<file path="src/rtl/profile_report_streamer.sv">
// profile_report_streamer
// Captures the profiler's category counters into shadow registers on a
// snapshot request and streams them as a framed byte sequence over a
// valid/ready byte interface:
//   HEADER_BYTE, NUM_COUNTERS, counter[0..N-1] (4 bytes each, MSB first)
//   [, checksum]
// Optional feature macro: PROFILER_REPORT_CHECKSUM_EN. When defined, a
// trailing checksum byte is appended. The checksum is the 8-bit sum of the
// count byte and all data bytes.
module profile_report_streamer #(
    parameter int          NUM_COUNTERS = 11,
    parameter logic [7:0]  HEADER_BYTE  = 8'hA5
) (
    input  logic                       clk,
    input  logic                       rst,
    input  logic                       snapshot_req,
    input  logic [NUM_COUNTERS*32-1:0] counters_flat,
    output logic [7:0]                 tx_data,
    output logic                       tx_valid,
    input  logic                       tx_ready,
    output logic                       busy,
    output logic [15:0]                frame_count,
    output logic [7:0]                 overrun_count
);

    localparam int NUM_BYTES = 4 * NUM_COUNTERS;
    localparam int IDX_W     = $clog2(NUM_BYTES);
    localparam int WORD_W    = IDX_W - 2;
    localparam logic [IDX_W-1:0] LAST_IDX  = IDX_W'(NUM_BYTES - 1);
    localparam logic [7:0]       COUNT_BYTE = 8'(NUM_COUNTERS);

    typedef enum logic [2:0] {
        IDLE,
        HEADER,
        COUNT,
        DATA
`ifdef PROFILER_REPORT_CHECKSUM_EN
        , CSUM
`endif
    } state_t;

    state_t             state_reg, state_next;
    logic [IDX_W-1:0]   byte_idx_reg, byte_idx_next;
    logic [7:0]         tx_data_reg, tx_data_next;
    logic               tx_valid_reg, tx_valid_next;
    logic [15:0]        frame_count_reg;
    logic [7:0]         overrun_count_reg;
    logic [31:0]        shadow_reg [NUM_COUNTERS];
`ifdef PROFILER_REPORT_CHECKSUM_EN
    logic [7:0]         csum_reg, csum_next;
`endif

    logic               handshake;
    logic               load_shadow;
    logic               frame_done;
    logic [IDX_W-1:0]   sel_idx;
    logic [WORD_W-1:0]  sel_word_idx;
    logic [31:0]        sel_word;
    logic [7:0]         sel_byte;

    assign handshake     = tx_valid_reg & tx_ready;
    assign busy          = (state_reg != IDLE);
    assign tx_data       = tx_data_reg;
    assign tx_valid      = tx_valid_reg;
    assign frame_count   = frame_count_reg;
    assign overrun_count = overrun_count_reg;

    // Shadow capture: every counter is loaded at the same accepted-snapshot edge.
    generate
        for (genvar gi = 0; gi < NUM_COUNTERS; gi++) begin : g_shadow
            always_ff @(posedge clk or posedge rst) begin
                if (rst) begin
                    shadow_reg[gi] <= '0;
                end else if (load_shadow) begin
                    shadow_reg[gi] <= counters_flat[32*gi +: 32];
                end
            end
        end
    endgenerate

    // Select the data byte that will be presented after the next handshake.
    always_comb begin
        sel_idx      = (state_reg == DATA) ? byte_idx_reg + 1'b1 : '0;
        sel_word_idx = sel_idx[IDX_W-1:2];
        sel_word     = (int'(sel_word_idx) < NUM_COUNTERS) ? shadow_reg[sel_word_idx] : 32'h0;
        case (sel_idx[1:0])
            2'd0:    sel_byte = sel_word[31:24];
            2'd1:    sel_byte = sel_word[23:16];
            2'd2:    sel_byte = sel_word[15:8];
            default: sel_byte = sel_word[7:0];
        endcase
    end

    // Frame FSM: next state and next registered byte output.
    always_comb begin
        state_next    = state_reg;
        byte_idx_next = byte_idx_reg;
        tx_data_next  = tx_data_reg;
        tx_valid_next = tx_valid_reg;
        load_shadow   = 1'b0;
        frame_done    = 1'b0;
`ifdef PROFILER_REPORT_CHECKSUM_EN
        csum_next     = csum_reg;
`endif
        case (state_reg)
            IDLE: begin
                if (snapshot_req) begin
                    load_shadow   = 1'b1;
                    state_next    = HEADER;
                    tx_valid_next = 1'b1;
                    tx_data_next  = HEADER_BYTE;
`ifdef PROFILER_REPORT_CHECKSUM_EN
                    csum_next     = 8'h00;
`endif
                end
            end
            HEADER: begin
                if (handshake) begin
                    state_next   = COUNT;
                    tx_data_next = COUNT_BYTE;
                end
            end
            COUNT: begin
                if (handshake) begin
                    state_next    = DATA;
                    byte_idx_next = '0;
                    tx_data_next  = sel_byte;
`ifdef PROFILER_REPORT_CHECKSUM_EN
                    csum_next     = csum_reg + tx_data_reg;
`endif
                end
            end
            DATA: begin
                if (handshake) begin
`ifdef PROFILER_REPORT_CHECKSUM_EN
                    csum_next = csum_reg + tx_data_reg;
`endif
                    if (byte_idx_reg == LAST_IDX) begin
`ifdef PROFILER_REPORT_CHECKSUM_EN
                        state_next   = CSUM;
                        tx_data_next = csum_reg + tx_data_reg;
`else
                        state_next    = IDLE;
                        tx_valid_next = 1'b0;
                        tx_data_next  = 8'h00;
                        frame_done    = 1'b1;
`endif
                    end else begin
                        byte_idx_next = byte_idx_reg + 1'b1;
                        tx_data_next  = sel_byte;
                    end
                end
            end
`ifdef PROFILER_REPORT_CHECKSUM_EN
            CSUM: begin
                if (handshake) begin
                    state_next    = IDLE;
                    tx_valid_next = 1'b0;
                    tx_data_next  = 8'h00;
                    frame_done    = 1'b1;
                end
            end
`endif
            default: begin
                state_next    = IDLE;
                tx_valid_next = 1'b0;
            end
        endcase
    end

    // FSM and output registers; reset aborts any frame in flight.
    always_ff @(posedge clk or posedge rst) begin
        if (rst) begin
            state_reg    <= IDLE;
            byte_idx_reg <= '0;
            tx_data_reg  <= 8'h00;
            tx_valid_reg <= 1'b0;
`ifdef PROFILER_REPORT_CHECKSUM_EN
            csum_reg     <= 8'h00;
`endif
        end else begin
            state_reg    <= state_next;
            byte_idx_reg <= byte_idx_next;
            tx_data_reg  <= tx_data_next;
            tx_valid_reg <= tx_valid_next;
`ifdef PROFILER_REPORT_CHECKSUM_EN
            csum_reg     <= csum_next;
`endif
        end
    end

    // Frame counter (wrapping) and saturating count of requests dropped while busy.
    always_ff @(posedge clk or posedge rst) begin
        if (rst) begin
            frame_count_reg   <= 16'h0000;
            overrun_count_reg <= 8'h00;
        end else begin
            if (frame_done) begin
                frame_count_reg <= frame_count_reg + 16'h0001;
            end
            if (snapshot_req && busy && (overrun_count_reg != 8'hFF)) begin
                overrun_count_reg <= overrun_count_reg + 8'h01;
            end
        end
    end

endmodule

</file>
<file path="config.mk">
export PLATFORM = sky130hd
export DESIGN_NAME = profile_report_streamer
export DESIGN_NICKNAME = d
export VERILOG_FILES = /design/src/rtl/profile_report_streamer.sv
export SDC_FILE = /design/constraint.sdc
export NUM_CORES = 1
export LEC_CHECK = 0
export BUFFER_PORTS_ARGS = -buffer_cell sky130_fd_sc_hd__buf_2
export CAP_MARGIN = 20
export CORE_UTILIZATION = 30
export CTS_BUF_LIST = sky130_fd_sc_hd__clkbuf_4 sky130_fd_sc_hd__clkbuf_8 sky130_fd_sc_hd__clkbuf_16
export CTS_CLUSTER_SIZE = 8
export DETAILED_ROUTE_END_ITERATION = 10
export PLACE_DENSITY = 0.52
export SLEW_MARGIN = 25
export SYNTH_ARGS = -nofsm -noshare
export SYNTH_HDL_FRONTEND = slang
export SYNTH_SLANG_ARGS = --single-unit
</file>
<file path="constraint.sdc">
create_clock -name clk -period 32.6 [get_ports clk]
set_clock_uncertainty 0.2 [all_clocks]
set_input_delay 3.26 -clock clk [delete_from_list [all_inputs] [get_ports clk]]
set_output_delay 3.26 -clock clk [all_outputs]
set_load 0.02 [all_outputs]
</file>
==> reports/qor.txt, run 1 <==
most common cell after layout, fill and taps aside = dfrtp_1
RR Startpoint = state_reg[1]
filler-free cell count of the finished design = 2649
crit path max-delay cell type = buf_4
Slew Limit Fails = 0
Net Sw Frac = 22.5%
path class of the lowest-slack min-delay path = reg2reg
CTS clk-pin slew, worst paths = 0.05 ns
clock latency on the worst-skew pair = 0.60 ns
Antenna Nets Post-Route = 0
maximum VDD drop = 0.0000384 V
clock tree sinks = 393
starting density of the core = 30.6%
Leak Pwr = 11.5 nW
share of cell area taken by muxes after synthesis = 24.7%
Yosys cell types = 79
number of nets in the layout = 2213
DRC viols = 0
count of cells resized by post-cts repair = 0
run status = complete, no violations
Hold Path Origin = frame_count[15]
CTS root buf = clkbuf_16
total CTS buffers = 55
# placed instances = 2573
CP bufs+invs = 4
xor/xnor cell area share of the yosys netlist = 1.31%
# rows = 90
Worst setup SP type = input port
internal power summed over all cells = 0.000827 W
number of post-CTS setup repair buffers = 0
share of the synthesized area in the top cell type = 52.8%
cell area after technology mapping = 0.0186 mm2
power share of the clock group = 48.6%
number of enable-type register cells in the synthesized netlist = 0
proportion of register bits with asynchronous set or reset after synthesis = 100%
Tot GR Track Use = 20.5%
htree depth = 2
total half-perimeter wirelength after legalization and detailed placement = 46.3 mm
Final Cycle Share = 17.5%
post-detailed-routing wire length = 65.1 mm
Max Fanout on Critical Path = 72
synthesized instance count = 1482
max-capacitance violation count = 0
maximum number of buffers from clock root to sink = 3
remaining global-route overflow = 0
adder-cell area share of the yosys netlist = 0.470%
first-pass detailed-route iteration total = 5
largest delay contributor family on the critical path = buffers and inverters
pin count of the biggest net entering global routing = 116
post-route minimum period = 5.72 ns
number of warnings reported in the yosys synthesis log = 0
fmax = 175 MHz
post-layout power = 0.00107 W
area of the die = 0.0631 mm2
vias per cell = 5.21
area of the placeable core = 0.0608 mm2
kind of end point of the critical path = flip-flop
sequential power share = 46.6%
sequential fraction of the synthesis area = 52.8%
setup TNS = 0 ns
cell types occupying the most area after synthesis = dfrtp_1, mux2_2, nand2_1
Detailed Route Iter0 Violations = 907
part of the power in combinational logic = 4.8%
class of the most critical setup path = in2reg
Area Growth Syn to Fin = 22.8%
CTS tree = yes
WHS = 0.263 ns
Post-CTS Hold Fix Bufs = 0
leading cell types in the layout, fill and taps excluded = dfrtp_1, buf_2, mux2_2
routed via count = 13800
Req. time, crit path = 32.87 ns
number of global-route vias before repair = 14300
fraction of final layout cells with drive strength greater than 1 = 47.8%
count of input and output buffers = 389
flops & latches, synth = 393
Final setup violation count = 0
post-synthesis simple-gate area fraction = 6.73%
launch point of the worst path = snapshot_req
Pwr Density = 46.7 mW/mm2
placer congestion estimate = 0.836
complex-gate fraction of the synthesized area = 10.8%
delay of the slowest cell on the worst path = 0.83 ns
reported net switching power = 0.000240 W
net count after synthesis = 1845
overall die width = 251 um
die height = 251 um
Final Hold Vio Count = 0
average wire per standard cell = 24.6 um
global-route wire length before repair = 95.0 mm
Max-slew headroom = 28.5%
syn avg cell area = 12.6 um2
antenna violations before repair = 32
Least-Margin Pin Slew = 1.07 ns
number of flip-flops in the largest register = 352
cells along the critical path = buf_2, nand2_4, buf_4, buf_4, buf_16, mux2_2
I/O pin count = 390
prevailing post-synth register cell = dfrtp_1
CP dominant cell by count = buf_4
cell taking the most area after synthesis = dfrtp_1
main combinational cell family by area after synthesis = multiplexers
RSZ-0062 raised after global routing = false
arrival time at the worst endpoint = 5.99 ns
## power by group through the flow
| stage | combinational, W | sequential, W | clock (W) |
|---|---|---|---|
| 6_report | 0.0000509 | 0.000497 | 0.000519 |
| 5_1_grt | 0.0000564 | 0.000497 | 0.000556 |
| 4_1_cts | 0.0000523 | 0.000497 | 0.000537 |
| 3_5_place_dp | 0.0000520 | 0.000505 | 0 |
| 3_3_place_gp | 0.0000511 | 0.000505 | 0 |
| 2_1_floorplan | 0.0000141 | 0.000510 | 0 |
## area by class of cell
type	count	area [um2]
flip-flops and latches	393	9830
inverters	15	63.8
repair buffers	416	2200
well taps	782	978
clock buffers	63	1480
multi-input cells	969	8270
diodes	11	27.5
fillers	5988	38000
## synth_stat cells, types with 19 or more instances
cell and number:
mux2_2 369, nor2_1 24, o21ai_0 40, a31oi_1 23, xnor2_1 21, buf_2 29
nand2_1 108, dfrtp_1 393, a221oi_1 22, a21oi_1 30, and3_1 32, a211oi_1 23
clkbuf_1 57, nand3_1 36, a22oi_1 23, a22o_1 19, mux2i_1 22
## logic make-up (layout without fill, tap and decap cells)
family,Yosys count,after routing
fa+ha+maj,7,7
other cells,0,11
buf+inv,120,494
xor+xnor,27,27
simple gates,258,258
flops,393,393
mux,402,402
compound gates,275,275
## worst reg2reg max path, delay by kind of cell (launching register included)
kind            cells  cell delay [ns]
flops               1             0.44
compound gates      4             1.21
mux                 1             0.43
simple gates        1             0.58
buf+inv             3             1.53
fa+ha+maj           1             0.20
## per-stage QoR
step | cell area [um2] | util (%) | setup slack, ns
after CTS | 22800 | 37.4 | 26.71
final | 22900 | 37.6 | 26.88
after detailed placement | 21300 | 35.0 | 26.08
after global placement | 21300 | 35.0 | 26.13
after global routing | 22800 | 37.6 | 26.73
after floorplan | 18600 | - | 18.21
## layer usage
layer  part of all wire, %  GRT usage (%)
met4                   2.4           5.75
met1                    43           26.4
met5                  0.35              0
met2                    47           33.2
met3                   7.3           5.89
## worst paths after layout
path                                   endpoint  slack [ns]  cells after the start
worst min register to register  frame_count[15]        0.26                      1
worst min-delay path            frame_count[15]        0.26                      1
min in group asynchronous        shadow_reg[51]        2.59                      2
worst max-delay path             shadow_reg[72]       26.88                      6
max in group asynchronous       frame_count[11]       27.58                      4
worst max register to register       tx_data[5]       27.89                     10
No activity file was read; power rests on OpenSTA's default activity.
==> inputs of run 2 (changes only) <==
==> constraint.sdc (replaced) <==
create_clock -name clk -period 5.4 [get_ports clk]
set_clock_uncertainty 0.2 [all_clocks]
set_input_delay 0.54 -clock clk [delete_from_list [all_inputs] [get_ports clk]]
set_output_delay 0.54 -clock clk [all_outputs]
set_load 0.02 [all_outputs]
==> reports/qor.txt, run 2 (synthesis gave the netlist of run 1 again) <==
run status = complete, no violations
max-capacitance violation count = 0
DRC viols = 0
end of the worst register-to-register path = tx_data[5]
antenna violations before repair = 3
Req. time, crit path = 5.67 ns
total CTS buffers = 55
part of the power in combinational logic = 8.1%
register-to-register setup slack = 1.05 ns
kind of end point of the critical path = flip-flop
Final WS setup = 1.05 ns
launch point of the worst path = byte_idx_reg[1]
fraction of final layout cells with drive strength greater than 1 = 40.3%
post-layout power = 0.00663 W
CTS tree = yes
sequential power share = 45.2%
fmax = 230 MHz
routed via count = 15300
Final setup violation count = 0
Pwr Density = 254 mW/mm2
setup TNS = 0 ns
overall die width = 251 um
internal power summed over all cells = 0.00508 W
count of input and output buffers = 389
number of global-route vias before repair = 16100
Max Fanout on Critical Path = 37
total half-perimeter wirelength after legalization and detailed placement = 49.9 mm
number of cells on the worst reg-to-reg path = 9
Final Hold Vio Count = 0
Net Sw Frac = 23.4%
power share of the clock group = 46.6%
first-pass detailed-route iteration total = 5
Worst setup SP type = flip-flop
post-detailed-routing wire length = 72.9 mm
htree depth = 2
die height = 251 um
area of the placeable core = 0.0608 mm2
class of the most critical setup path = reg2reg
reported net switching power = 0.00155 W
CTS root buf = clkbuf_16
cell area after placement = 0.0213 mm2
Leak Pwr = 12.8 nW
post-route minimum period = 4.35 ns
starting density of the core = 30.6%
clock tree sinks = 393
critical path capture point = tx_data[5]
Detailed Route Iter0 Violations = 1026
leading cell types in the layout, fill and taps excluded = dfrtp_1, buf_2, mux2_2
Final Cycle Share = 80.6%
maximum VDD drop = 0.000242 V
global-route wire length before repair = 106 mm
Antenna Nets Post-Route = 0
# rows = 90
number of post-CTS setup repair buffers = 0
Area Growth Syn to Fin = 40.4%
total non-filler cell area in the finished layout = 0.0261 mm2
arrival time at the worst endpoint = 4.62 ns
pin count of the biggest net entering global routing = 161
vias per cell = 5.16
most common cell after layout, fill and taps aside = dfrtp_1
remaining global-route overflow = 0
area of the die = 0.0631 mm2
Setup WS pre-CTS = 1.11 ns
RSZ-0062 raised after global routing = false
clock latency on the worst-skew pair = 0.61 ns
Tot GR Track Use = 23.0%
RR Startpoint = byte_idx_reg[1]
Slew Limit Fails = 0
Max-slew headroom = 31.4%
placer congestion estimate = 0.877
I/O pin count = 390
number of nets in the layout = 2549
Fillers = 5592
path class of the lowest-slack min-delay path = in2reg
CTS clk-pin slew, worst paths = 0.06 ns
count of inserted antenna diode cells = 0
maximum number of buffers from clock root to sink = 3
Least-Margin Pin Slew = 1.02 ns
number of flip-flops in the largest register = 352
average wire per standard cell = 24.5 um
run 2: changes by cell type in the layout (fill, tap and decap cells not counted), sizes merged:
cell and change:
dlygate4sd3 +336, clkbuf -5, diode -11, inv +1
clkinv +1, clkinvlp +1
run 2: power by group through the flow:
| stage | Clock, W | Combinational [W] | Sequential [W] |
|---|---|---|---|
| after global routing | 0.00330 | 0.000582 | 0.00300 |
| final | 0.00309 | 0.000539 | 0.00300 |
| after CTS | 0.00318 | 0.000538 | 0.00300 |
| after global placement | 0 | 0.000346 | 0.00305 |
| after floorplan | 0 | 0.0000853 | 0.00308 |
| after detailed placement | 0 | 0.000349 | 0.00305 |
run 2: final cells by class:
cell class / instances / area (um2) / share of cell area (%)
flip-flops and latches: 393 / 9830 / 37.6
inverters: 15 / 60.1 / 0.230
clock buffers: 58 / 1410 / 5.37
multi-input cells: 969 / 8260 / 31.6
well taps: 782 / 978 / 3.74
repair buffers: 752 / 5580 / 21.3
clock inverters: 3 / 33.8 / 0.129
run 2: stage by stage:
stage          cells  hold WS, ns  util (%)
2_1_floorplan   1482        0.270         -
6_report        2972       0.0187      43.0
5_1_grt         2972      0.00615      43.0
3_5_place_dp    2575        0.272      35.1
3_3_place_gp    2574        0.254      35.1
4_1_cts         2972     0.000545      43.0
run 2: worst min path at each step:
stage                             startpoint  slack (ns)              end  cells after the start
after global placement       frame_count[15]        0.25  frame_count[15]                      1
final                     counters_flat[303]        0.02   shadow_reg[47]                      2
after floorplan                shadow_reg[1]        0.27    shadow_reg[1]                      1
after CTS                 counters_flat[216]      0.0005  shadow_reg[152]                      2
after global routing      counters_flat[196]       0.006  shadow_reg[132]                      2
after detailed placement     frame_count[15]        0.27  frame_count[15]                      1
run 2: layer usage:
metal	vias to the layer above	part of all wire, %	GRT usage, %
met4	6	4.1	9.84
met2	564	47	36.8
met1	7709	43	30.3
met3	136	5.7	4.28
met5	-	0.054	0
li1	6914	-	-
run 2: what timing repair did:
| item | 4_1_cts | 5_1_grt |
|---|---|---|
| hold buffers | 336 | 0 |
| endpoints found under the hold margin | 350 | 0 |
| resized for setup | 0 | 0 |
run 2: worst max-delay path: stages (launching register included):
cell,delay [ns]
dfrtp_1,0.48
ha_1,0.78
xnor2_2,0.38
nor2_4,0.17
buf_4,0.51
mux2_2,0.41
a221oi_1,0.53
a221oi_1,0.19
a22oi_1,0.35
a21oi_1,0.12
==> inputs of run 3 (changes only) <==
==> constraint.sdc (replaced) <==
create_clock -name clk -period 4.35 [get_ports clk]
set_clock_uncertainty 0.2 [all_clocks]
set_input_delay 0.435 -clock clk [delete_from_list [all_inputs] [get_ports clk]]
set_output_delay 0.435 -clock clk [all_outputs]
set_load 0.02 [all_outputs]
==> reports/qor.txt, run 3 (synthesis gave the netlist of run 1 again) <==
starting density of the core = 30.6%
post-route minimum period = 3.83 ns
Area Growth Syn to Fin = 43.0%
placer congestion estimate = 0.894
arrival time at the worst endpoint = 4.10 ns
Tot GR Track Use = 23.0%
area of the die = 0.0631 mm2
RSZ-0062 raised after global routing = false
CTS root buf = clkbuf_16
number of nets in the layout = 2587
htree depth = 2
run status = complete, no violations
Pwr Density = 311 mW/mm2
clock latency on the worst-skew pair = 0.61 ns
Least-Margin Pin Slew = 1.04 ns
count of input and output buffers = 389
Antenna Nets Post-Route = 0
DRC viols = 0
Slew Limit Fails = 0
maximum VDD drop = 0.000280 V
# placed instances = 2595
Net Sw Frac = 23.1%
Hold Path Origin = tx_ready
filler-free cell count of the finished design = 3013
Final Hold Vio Count = 0
Max-slew headroom = 29.1%
clock tree sinks = 393
routed via count = 15500
Final Cycle Share = 88.1%
number of post-CTS setup repair buffers = 0
leading cell types in the layout, fill and taps excluded = dfrtp_1, buf_2, mux2_2
average wire per standard cell = 24.2 um
fmax = 261 MHz
total half-perimeter wirelength after legalization and detailed placement = 52.0 mm
final core utilization = 43.8%
# rows = 90
number of global-route vias before repair = 16600
total CTS buffers = 55
setup TNS = 0 ns
RR Startpoint = state_reg[1]
path class of the lowest-slack min-delay path = in2reg
number of flip-flops in the largest register = 352
power share of the clock group = 46.8%
global-route wire length before repair = 108 mm
Leak Pwr = 13.1 nW
sequential power share = 45.0%
most common cell after layout, fill and taps aside = dfrtp_1
Detailed Route Iter0 Violations = 876
count of inserted antenna diode cells = 0
internal power summed over all cells = 0.00636 W
antenna violations before repair = 2
remaining global-route overflow = 0
post-detailed-routing wire length = 73.0 mm
CTS clk-pin slew, worst paths = 0.05 ns
part of the power in combinational logic = 8.2%
first-pass detailed-route iteration total = 5
die height = 251 um
Worst setup SP type = flip-flop
kind of end point of the critical path = flip-flop
overall die width = 251 um
maximum number of buffers from clock root to sink = 3
Max Fanout on Critical Path = 30
CTS tree = yes
I/O pin count = 390
reported net switching power = 0.00192 W
launch point of the worst path = state_reg[1]
fraction of final layout cells with drive strength greater than 1 = 40.6%
max-capacitance violation count = 0
pin count of the biggest net entering global routing = 103
vias per cell = 5.13
class of the most critical setup path = reg2reg
area of the placeable core = 0.0608 mm2
Final setup violation count = 0
Req. time, crit path = 4.62 ns
-- run 3: cell count changes in the layout (fill, tap and decap cells not counted) --
cell,previous run,this run
dlygate4sd3_1,336,354
buf_4,22,34
buf_12,5,13
clkbuf_4,2,5
clkinv_2,1,0
inv_16,1,2
-- run 3: power groups by stage --
stage          Sequential (W)  Combinational, W  Clock [W]
2_1_floorplan         0.00382          0.000106          0
3_3_place_gp          0.00378          0.000421          0
3_5_place_dp          0.00379          0.000427          0
4_1_cts               0.00373          0.000678    0.00399
5_1_grt               0.00373          0.000730    0.00412
6_report              0.00373          0.000677    0.00387
-- run 3: layout make-up --
class	count	area [um2]
clock buffers	61	1430
clock inverters	3	48.8
fillers	5559	34200
inverters	15	60.1
multi-input cells	969	8260
flip-flops and latches	393	9830
well taps	782	978
repair buffers	790	6010
-- run 3: per-layer routing --
metal / GRT usage (%) / share of wire (%) / vias to the layer above / routed length, um
met5: 0 / 0 / - / 0
met4: 7.51 / 3.0 / 0 / 2170
met1: 31.2 / 45 / 7867 / 32500
met2: 38.0 / 48 / 512 / 34900
li1: - / - / 6986 / -
met3: 3.01 / 4.6 / 106 / 3340
-- run 3: path summary, 6_finish.rpt --
| path | endpoint | slack (ns) | cells past startpoint |
|---|---|---|---|
| worst max-delay path | tx_data[0] | 0.52 | 8 |
| worst min-delay path | tx_valid | 0.22 | 4 |
| worst max register to register | tx_data[0] | 0.52 | 8 |
| worst min register to register | frame_count[15] | 0.27 | 1 |
| max in group asynchronous | shadow_reg[142] | 2.57 | 4 |
| min in group asynchronous | shadow_reg[43] | 0.33 | 3 |
-- run 3: through the flow --
stage / hold WS [ns] / worst slack, ns / cell area, um2 / total power (W)
floorplan: 0.270 / -1.57 / 18600 / 0.00393
global placement: 0.253 / 0.597 / 21600 / 0.00420
detailed placement: 0.270 / 0.579 / 21600 / 0.00421
CTS: 0.168 / 0.538 / 26600 / 0.00839
global route: 0.260 / 0.349 / 26600 / 0.00858
finish: 0.217 / 0.517 / 26600 / 0.00828
-- run 3: critical path, stage by stage, from the launching register on --
cell,delay [ns]
dfrtp_1,0.45
ha_2,0.67
nand2_4,0.46
buf_4,0.37
buf_4,0.20
a2111oi_0,0.93
a31oi_1,0.08
a21oi_1,0.22
o41ai_1,0.10
-- run 3: what timing repair did --
item | 4_1_cts | 5_1_grt
gates resized for setup | 0 | 0
hold buffers | 354 | 0
endpoints found under the hold margin | 375 | 0
